<file path="src/rtl/booth_mul.sv">
// Sequential signed 32x32->64 multiplier, radix-4 Booth, two multiplier bits per clock.
// Result appears in hi/lo 16 cycles after start is accepted, flagged by a one-cycle done pulse.
module booth_mul (
  input  logic        clk,
  input  logic        reset,
  input  logic        start,
  input  logic [31:0] multiplicand,
  input  logic [31:0] multiplier,
  output logic [31:0] hi,
  output logic [31:0] lo,
  output logic        busy,
  output logic        done
);

  typedef enum logic {
    IDLE = 1'b0,
    RUN  = 1'b1
  } state_t;

  state_t             r_state;
  state_t             w_state_nx;
  logic [3:0]         r_cnt;
  logic signed [33:0] r_mcand;
  logic signed [33:0] r_acc;
  logic [32:0]        r_q;
  logic [31:0]        r_hi;
  logic [31:0]        r_lo;
  logic               r_done;

  logic               w_accept;
  logic               w_last;
  logic signed [33:0] w_addend;
  logic signed [33:0] w_sum;
  logic signed [33:0] w_acc_sh;
  logic [32:0]        w_q_sh;

  // Booth digit selection; +/-2M needs the full 34 bits so that -2*(-2^31) = +2^32 fits.
  function automatic logic signed [33:0] booth_addend(
    input logic [2:0]         trip,
    input logic signed [33:0] m
  );
    logic signed [33:0] res;
    case (trip)
      3'b001, 3'b010: res = m;
      3'b011:         res = m <<< 1;
      3'b100:         res = -(m <<< 1);
      3'b101, 3'b110: res = -m;
      default:        res = '0;
    endcase
    return res;
  endfunction

  assign w_accept = (r_state == IDLE) && start;
  assign w_last   = (r_state == RUN) && (r_cnt == 4'd15);
  assign w_addend = booth_addend(r_q[2:0], r_mcand);
  assign w_sum    = r_acc + w_addend;
  // {acc, q} shifted right by two as one 67-bit arithmetic shift
  assign w_acc_sh = w_sum >>> 2;
  assign w_q_sh   = {w_sum[1:0], r_q[32:2]};

  always_comb begin
    w_state_nx = r_state;
    case (r_state)
      IDLE:    if (start) w_state_nx = RUN;
      RUN:     if (r_cnt == 4'd15) w_state_nx = IDLE;
      default: w_state_nx = IDLE;
    endcase
  end

  always_ff @(posedge clk) begin
    if (reset) begin
      r_state <= IDLE;
      r_cnt   <= '0;
      r_acc   <= '0;
      r_hi    <= '0;
      r_lo    <= '0;
      r_done  <= 1'b0;
    end else begin
      r_state <= w_state_nx;
      r_done  <= w_last;
      if (w_accept) begin
        r_cnt <= '0;
        r_acc <= '0;
      end else if (r_state == RUN) begin
        r_cnt <= r_cnt + 4'd1;
        r_acc <= w_acc_sh;
        // Product is {acc, q} without the appended y[-1] position.
        if (w_last) begin
          r_hi <= w_acc_sh[31:0];
          r_lo <= w_q_sh[32:1];
        end
      end
    end
  end

  // Operand datapath: loaded on acceptance, shifted during RUN.
  always_ff @(posedge clk) begin
    if (w_accept) begin
      r_mcand <= {{2{multiplicand[31]}}, multiplicand};
      r_q     <= {multiplier, 1'b0};
    end else if (r_state == RUN) begin
      r_q     <= w_q_sh;
    end
  end

  assign hi   = r_hi;
  assign lo   = r_lo;
  assign busy = (r_state == RUN);
  assign done = r_done;

endmodule

</file>
<file path="config.mk">
export PLATFORM = sky130hd
export DESIGN_NAME = booth_mul
export DESIGN_NICKNAME = d
export VERILOG_FILES = /design/src/rtl/booth_mul.sv
export SDC_FILE = /design/constraint.sdc
export NUM_CORES = 1
export LEC_CHECK = 0
export ABC_CLOCK_PERIOD_IN_PS = 5900
export CELL_PAD_IN_SITES_DETAIL_PLACEMENT = 0
export CELL_PAD_IN_SITES_GLOBAL_PLACEMENT = 1
export CORE_UTILIZATION = 42
export CTS_CLUSTER_SIZE = 25
export DETAILED_ROUTE_END_ITERATION = 12
export PLACE_DENSITY_LB_ADDON = 0.1
export SLEW_MARGIN = 40
export SYNTH_ARGS = -nofsm -noshare
export SYNTH_HDL_FRONTEND = slang
export SYNTH_SLANG_ARGS = --single-unit
export TNS_END_PERCENT = 100
</file>
<file path="constraint.sdc">
create_clock -name clk -period 5.9 [get_ports clk]
set_input_delay 1.18 -clock clk [delete_from_list [all_inputs] [get_ports clk]]
set_output_delay 1.18 -clock clk [all_outputs]
set_load 0.005 [all_outputs]
</file>
Word-level counts from Yosys, hierarchy flattened:

Index checks and enable logic that the tools add are counted.

* flip-flop bits (word level): 167
* bits of input ports: 67
* output and inout port bits: 66
* word-level logic and storage cells: 35

* add/sub/neg operators: 4
* eq/ne operators: 7
* mux-type cells: 6
* bitwise logic cells: 2
* reductions and logical operators: 7

Operators with widths (number)
* one-hot mux 34 bit (4 select lines): 1
* 2-to-1 mux 33 bit: 2
* adder 32 x 34 -> 34 bit: 1
* negator 32 -> 34 bit: 1
* negator 33 -> 34 bit: 1
* == test 3 bit, second input constant: 3
* == test 3 x 2 -> 1 bit, second input constant: 2
* OR reduction 2 bit: 3
* adder 4 x 1 -> 4 bit, second input constant: 1
* == test 4 bit, second input constant: 1
* == test 3 x 1 -> 1 bit, second input constant: 1
* AND reduction 3 bit: 1
* logical AND 1 bit: 2
* 2-to-1 mux 1 bit: 2
* NOT 1 bit: 2
* one-hot mux 1 bit (2 select lines): 1
* nonzero test 2 bit: 1

Longest topological paths before layout:

Gate-level depths: netlist of run 1.

* word-level depth: 6
* depth in mapped cells: 21
* mapped depth without buffers: 19

Worst setup path after synthesis of run 1:

Ideal clock, no wire load.

* kind: flip-flop to flip-flop
* from: reg r_mcand[0]
* to: reg r_hi[31] (netlist: hi[31])
* data arrival time: 4.299 ns
* required time: 5.780 ns
* setup slack: 1.481 ns
* cell stages (with the launch flop): 20
* buffers on the path: 1
* cells stage by stage: edfxtp_1 > inv_1 > ha_1 > or4b_4 > buf_6 > nor3_4 > nand3_4 > nor4_4 > xor2_1 > o21ai_1 > mux4_2 > ha_1 > and3_1 > a221o_1 > nand2_1 > o311a_1 > nand2_1 > xnor2_1 > nor4_1 > a211o_1

* word-level cells in the longest chain between the ends: 3
* elaborated cells on any way between the ends: 4
* those cells by class: add/sub (3); mux (1)

Ends and longest elaborated chain
* start, declared: RTL line 23 `logic signed [33:0] r_mcand;`
* start signal, assigned: RTL line 99 `r_mcand <= {{2{multiplicand[31]}}, multiplicand};`
* negator 33 -> 34 bit / negator 32 -> 34 bit (equally long branches): RTL line 46, 47
* one-hot mux 34 bit (4 select lines) *: RTL line 43 `case (trip)`
* adder 32 x 34 -> 34 bit *: RTL line 56 `assign w_sum = r_acc + w_addend;`
* end signal, assigned: RTL line 89 `r_hi <= w_acc_sh[31:0];`
* end, declared: RTL line 26 `logic [31:0] r_hi;`

Mark *: on every way between the ends. The rest lies on a longest branch, timed or not.
A chain may end at the register's enable or synchronous reset.

Worst setup path after layout of run 1:

Same ends and word-level chain as after synthesis.

==> flow_summary.yaml, run 1 <==
outcome:
  status: "complete, no violations"
global_route:
  grt_pass1_vias: 7987
  grt-ovfl-total: 0
  globalRouteTotalUtil_pct: 23.3
  grt_pass1_wl_mm: 43.5
  grt_max_degree: 70
  antenna_found_initial: 0
synth:
  synth_edf_count: 64
  yosys.area.top_type_share_pct: 21.1
  synth_fp_nets: 1216
  synth-seq-cells: 167
  synth.avg_cell_area_sq_um: 8.77
  yosysSeqAreaShare_pct: 40.8
  syn_inst: 1113
  synth_area_sq_um: 9760
  ys_warn_count: 0
  synth_flop_cell: "dfxtp_1"
  synth_top_area_cell: "dfxtp_1"
  synth.area.top_cells: "dfxtp_1, edfxtp_1, nand2_1"
  yosysUniqueCellTypes: 79
  async_flop_share_pct: 0
floorplanning:
  start_util_pct: 43.0
  die_h_um: 154
  die_w_um: 154
  rows: 55
  core_area_sq_um: 22700
  ios: 133
  die_area_sq_um: 23900
timing:
  hold_violations: 0
  rsz0062_at_grt: "no"
  finalSetupViolCount: 0
  max_freq_mhz: 194
  layout_setup_ws_ps: 732
  min_period_ps: 5170
  min_period_over_period_pct: 87.6
  maxSlewHeadroom_pct: 45.5
  tightest_slew_ps: 818
  final-max-slew-violation-count: 0
  skew_ps: 9.12
  holdWs_ps: 454
  setup_tns_ps: 0
clock_network:
  cts_hold_buffers: 0
  clk_pin_slew_ps: 70
  cts-root-buf: "clkbuf_16"
  numClockSinks: 167
  numCtsBuffers: 17
  cts_setup_buffers: 0
  cts.htree.levels: 4
  cts_tree: "done"
  clockBufferDepth: 2
  insertion_delay_ps: 440
  cts_resized: 0
detailed_routing:
  drc: 0
  vias: 8489
  routed-wl-met2_mm: 13.5
  viasPerCell: 5.64
  m1WireLength_mm: 12.6
  drtAntennaViolNets: 0
  drt_first_pass_iters: 7
  wl_per_cell_um: 18.1
  drt-initial-drc-count: 533
  met3_length_um: 957
  routed_wirelength_mm: 27.3
  top_layer: "met4"
power_and_ir_drop:
  ir_worst_vdd_v: 0.000171
  leakagePower_nw: 4.35
  p_per_area_nw_per_um2: 271
setup_path:
  crit_path_cell_trace: "inv_1, ha_1, or4b_4, nor3_4, nand4_2, or3_4, nand2_2, xor2_1, o22ai_1, o21a_1, ha_1, nand4_1, nor2_1, nand4_1, a311o_1, nand2_1, xnor2_1, nor4_1, a211o_1"
  crit_type: "reg -> reg"
  r2r-start: "r_mcand[0]"
  path_max_fanout: 7
  worst_r2r_endpoint: "hi[31]"
  crit_path_start: "r_mcand[0]"
  endpoint_kind: "flip-flop"
  crit_path_start_kind: "flip-flop"
  max_stage_delay_ps: 540
  slowest_stage: "or4b_4"
  rrSetupSlack_ps: 730
  worstRegToRegCells: 19
  worstSetupEndpoint: "hi[31]"
  cp.required_ps: 6230
  cp.arrival_ps: 5500
run:
  max_cap_viol_count: 0
placed_design:
  place_congestion: 0.929
  port-buffer-count: 132
  dp_slack_ps: 765
  dp_cells: 1473
  dp_hpwl_mm: 19.4
finish:
  fillers: 2202
  final_cell_mix: "nand2_1, clkdlybuf4s50_1, a21oi_1"
  drive_gt1_share_pct: 6.64
  fin_nets: 1310
  syn_to_final_growth_pct: 21.6
  layoutNonFillerInstCount: 1505
  final_util_pct: 52.3
  final_common_cell: "nand2_1"
  antenna_cells: 0
min_path:
  min_path_type: "reg -> reg"
  whs_path_depth: 2
==> how the worst min path moves through the flow <==
stage | start | to | slack, ps
floorplan | r_acc[16] | r_acc[16] | 430
global placement | lo[18] | lo[18] | 440
detailed placement | hi[13] | hi[13] | 450
CTS | hi[5] | hi[5] | 460
global route | lo[12] | lo[12] | 470
finish | lo[4] | lo[4] | 450
==> synth_stat cells, types with 8 or more instances <==
| cell | n |
|---|---|
| inv_1 | 17 |
| buf_1 | 8 |
| a22o_1 | 39 |
| a21oi_1 | 115 |
| a31oi_1 | 10 |
| nor3_1 | 17 |
| edfxtp_1 | 64 |
| o21ai_0 | 50 |
| nand3_1 | 14 |
| a221oi_1 | 19 |
| dfxtp_1 | 103 |
| clkbuf_1 | 61 |
| mux2i_1 | 26 |
| or4_1 | 8 |
| nor2_1 | 79 |
| xnor2_1 | 45 |
| ha_1 | 35 |
| nand2_1 | 192 |
| xor2_1 | 31 |
| a21o_1 | 14 |
==> routing by layer <==
metal / global-route usage (%) / up-vias
met2: 40.2 / 188
met4: 5.47 / 0
met1: 30.9 / 4050
met5: 0 / -
li1: - / 4227
met3: 2.83 / 24
==> registers in the layout, summed over array words and instances, names as in the netlist <==
signal / flops
r_q: 33
r_mcand: 32
hi: 32
r_cnt: 4
done: 1
busy: 1
lo: 32
r_acc: 32
==> layout make-up <==
class | instances | area [sq um] | share of cell area (%)
Clock buffer | 17 | 425 | 3.58
Tap cell | 285 | 357 | 3.00
Multi-Input combinational cell | 851 | 5420 | 45.6
Inverter | 19 | 71.3 | 0.601
Timing Repair Buffer | 151 | 1460 | 12.3
Clock inverter | 15 | 153 | 1.29
Sequential cell | 167 | 3990 | 33.6
==> worst max-delay path, delay by kind of cell (launching register included) <==
family / cells / cell delay [ps]
AND/OR/NAND/NOR: 10 / 2480
adder cells (fa/ha/maj): 2 / 640
XOR/XNOR: 2 / 420
flip-flops: 1 / 440
AO/OA/AOI/OAI: 4 / 980
buffers and inverters: 1 / 100
==> cell families (layout without fill, tap and decap cells) <==
kind of cell,after synthesis,count (layout),share of synthesized area (%)
AND/OR/NAND/NOR,390,390,19.3
AO/OA/AOI/OAI,321,321,21.4
flip-flops,167,167,40.8
buffers and inverters,95,202,3.96
XOR/XNOR,76,76,6.82
adder cells (fa/ha/maj),36,36,4.69
multiplexers,28,28,3.01
==> metrics by stage <==
step                total power [mW]  instance area (sq um)
floorplan                       1.88                   9760
global placement                2.12                  11300
detailed placement              2.12                  11300
CTS                             3.25                  11900
global route                    3.37                  11900
finish                          3.21                  11900
==> power breakdown <==
group / internal (mW) / switching (mW)
sequential: 1.27 / 0.0635
combinational: 0.306 / 0.454
clock: 0.568 / 0.554
(Power assumes the default switching activity.)
==> inputs of run 2 (changes only) <==
--- a/config.mk
+++ b/config.mk
@@ -8,11 +8,11 @@
 export ABC_CLOCK_PERIOD_IN_PS = 5900
 export CELL_PAD_IN_SITES_DETAIL_PLACEMENT = 0
 export CELL_PAD_IN_SITES_GLOBAL_PLACEMENT = 1
-export CORE_UTILIZATION = 42
+export CORE_UTILIZATION = 43
+export CTS_BUF_LIST = sky130_fd_sc_hd__clkbuf_4
 export CTS_CLUSTER_SIZE = 25
 export DETAILED_ROUTE_END_ITERATION = 12
 export PLACE_DENSITY_LB_ADDON = 0.1
-export SLEW_MARGIN = 40
 export SYNTH_ARGS = -nofsm -noshare
 export SYNTH_HDL_FRONTEND = slang
 export SYNTH_SLANG_ARGS = --single-unit
==> flow_summary.yaml, run 2 (synthesis gave the netlist of run 1 again) <==
setup_path:
  cp.arrival_ps: 5650
  max_stage_delay_ps: 540
  endpoint_kind: "flip-flop"
  crit_type: "reg -> reg"
  slowest_stage: "or4b_4"
  rrSetupSlack_ps: 760
  cp_top_family: "simple AND/OR/NAND/NOR gates"
  worstSetupEndpoint: "r_acc[31]"
  worst_r2r_endpoint: "r_acc[31]"
  crit_cells: 19
  crit_buf_inv: 1
  crit_path_start_kind: "flip-flop"
  cp.required_ps: 6410
  r2r-start: "r_mcand[1]"
  path_max_fanout: 7
  crit_path_start: "r_mcand[1]"
  worstRegToRegCells: 19
  crit_path_cell_trace: "inv_1, ha_1, or4b_4, nor3_4, nand4_2, or3_4, nand2_2, xor2_1, o22ai_1, o21a_1, ha_1, nand4_1, nor2_1, nand4_1, a311o_1, nand2_1, xnor2_1, a211oi_1, a31o_1"
global_route:
  grt_pass1_wl_mm: 44.1
  grt_pass1_vias: 8339
  grt_max_degree: 65
  antenna_found_initial: 1
  grt-ovfl-total: 0
  globalRouteTotalUtil_pct: 23.9
clock_network:
  cts.htree.levels: 4
  cts_tree: "done"
  clk_pin_slew_ps: 190
  numCtsBuffers: 17
  clockBufferDepth: 2
  cts-root-buf: "clkbuf_4"
  cts_setup_buffers: 0
  cts_hold_buffers: 0
  numClockSinks: 167
  cts_resized: 0
  insertion_delay_ps: 600
outcome:
  violations: "DRC"
  status: "finished, violations left"
timing:
  finalSetupViolCount: 0
  setup_tns_ps: 0
  layout_setup_ws_ps: 763
  max_freq_mhz: 195
  skew_ps: 26.5
  rsz0062_at_grt: "no"
  hold_violations: 0
  final-max-slew-violation-count: 0
  tightest_slew_ps: 1200
  min_period_ps: 5140
  maxSlewHeadroom_pct: 19.7
  min_period_over_period_pct: 87.1
placed_design:
  placed_area_sq_um: 11300
  dp_slack_ps: 786
  dp_hpwl_mm: 19.5
  port-buffer-count: 132
  place_congestion: 0.861
detailed_routing:
  drtAntennaViolNets: 0
  drt-initial-drc-count: 450
  m1WireLength_mm: 12.3
  wl_per_cell_um: 18.1
  drt_first_pass_iters: 11
  drc: 3
  routed_wirelength_mm: 27.2
  met3_length_mm: 1.05
  vias: 8565
  top_layer: "met4"
  routed-wl-met2_mm: 13.4
  viasPerCell: 5.70
finish:
  final_common_cell: "nand2_1"
  drive_gt1_share_pct: 6.55
  fillers: 2100
  top_register: "r_q"
  largest_reg_flops: 33
  final_cell_mix: "nand2_1, clkdlybuf4s50_1, a21oi_1"
  multi_input_area_sq_um: 5400
  syn_to_final_growth_pct: 18.9
  fin_area_sq_um: 11600
  seqCellArea_sq_um: 3990
  fin_nets: 1311
floorplanning:
  die_area_sq_um: 23300
  rows: 54
  die_h_um: 153
  ios: 133
  start_util_pct: 44.3
  core_area_sq_um: 22000
  die_w_um: 153
power_and_ir_drop:
  leakagePower_nw: 4.23
  ir_worst_vdd_v: 0.000126
  p_per_area_nw_per_um2: 243
run:
  max_cap_viol_count: 0
min_path:
  min_path_type: "reg -> reg"
[run 2: cell count changes in the layout (fill, tap and decap cells not counted), sizes merged]
cell	before	now
clkinv	6	11
inv	27	22
buf	20	21
diode	0	1
[run 2: where the power goes]
part	switching, mW	total (mW)	internal (mW)
sequential	0.0637	1.33	1.27
clock	0.527	0.735	0.208
combinational	0.449	0.756	0.307
total	1.04	2.82	1.78
[run 2: worst min path at each step]
stage                     startpoint         to  slack (ps)  cells after the start
after floorplan            r_acc[16]  r_acc[16]         430                      2
after global placement         lo[2]      lo[2]         440                      2
after detailed placement      lo[19]     lo[19]         450                      2
after CTS                     lo[19]     lo[19]         470                      2
after global routing          lo[11]     lo[11]         490                      2
final                          lo[4]      lo[4]         470                      2
[run 2: tightest hold or removal path, stage by stage, from the launching register on]
cell and delay (ps):
dfxtp_1 350, nand2_1 50, a21oi_1 50
[run 2: per-layer routing]
layer / up-vias / GRT usage (%)
li1: 4238 / -
met1: 4094 / 30.6
met2: 197 / 41.4
met3: 36 / 3.56
met4: 0 / 6.97
met5: - / 0
[run 2: area by class of cell]
cell class	count	share of cell area, %
Inverter	19	0.614
Sequential cell	167	34.3
Clock buffer	17	1.10
Antenna cell	1	0.0216
Timing Repair Buffer	152	12.6
Tap cell	280	3.02
Multi-Input combinational cell	851	46.5
Clock inverter	15	1.75
[run 2: through the flow]
stage,instances,power [mW],util [%],hold slack [ps]
after floorplan,1113,1.88,-,432
after global placement,1469,2.11,51.2,442
after detailed placement,1469,2.11,51.2,446
after CTS,1501,2.86,52.7,466
after global routing,1502,3.00,52.7,486
final,1502,2.82,52.7,466
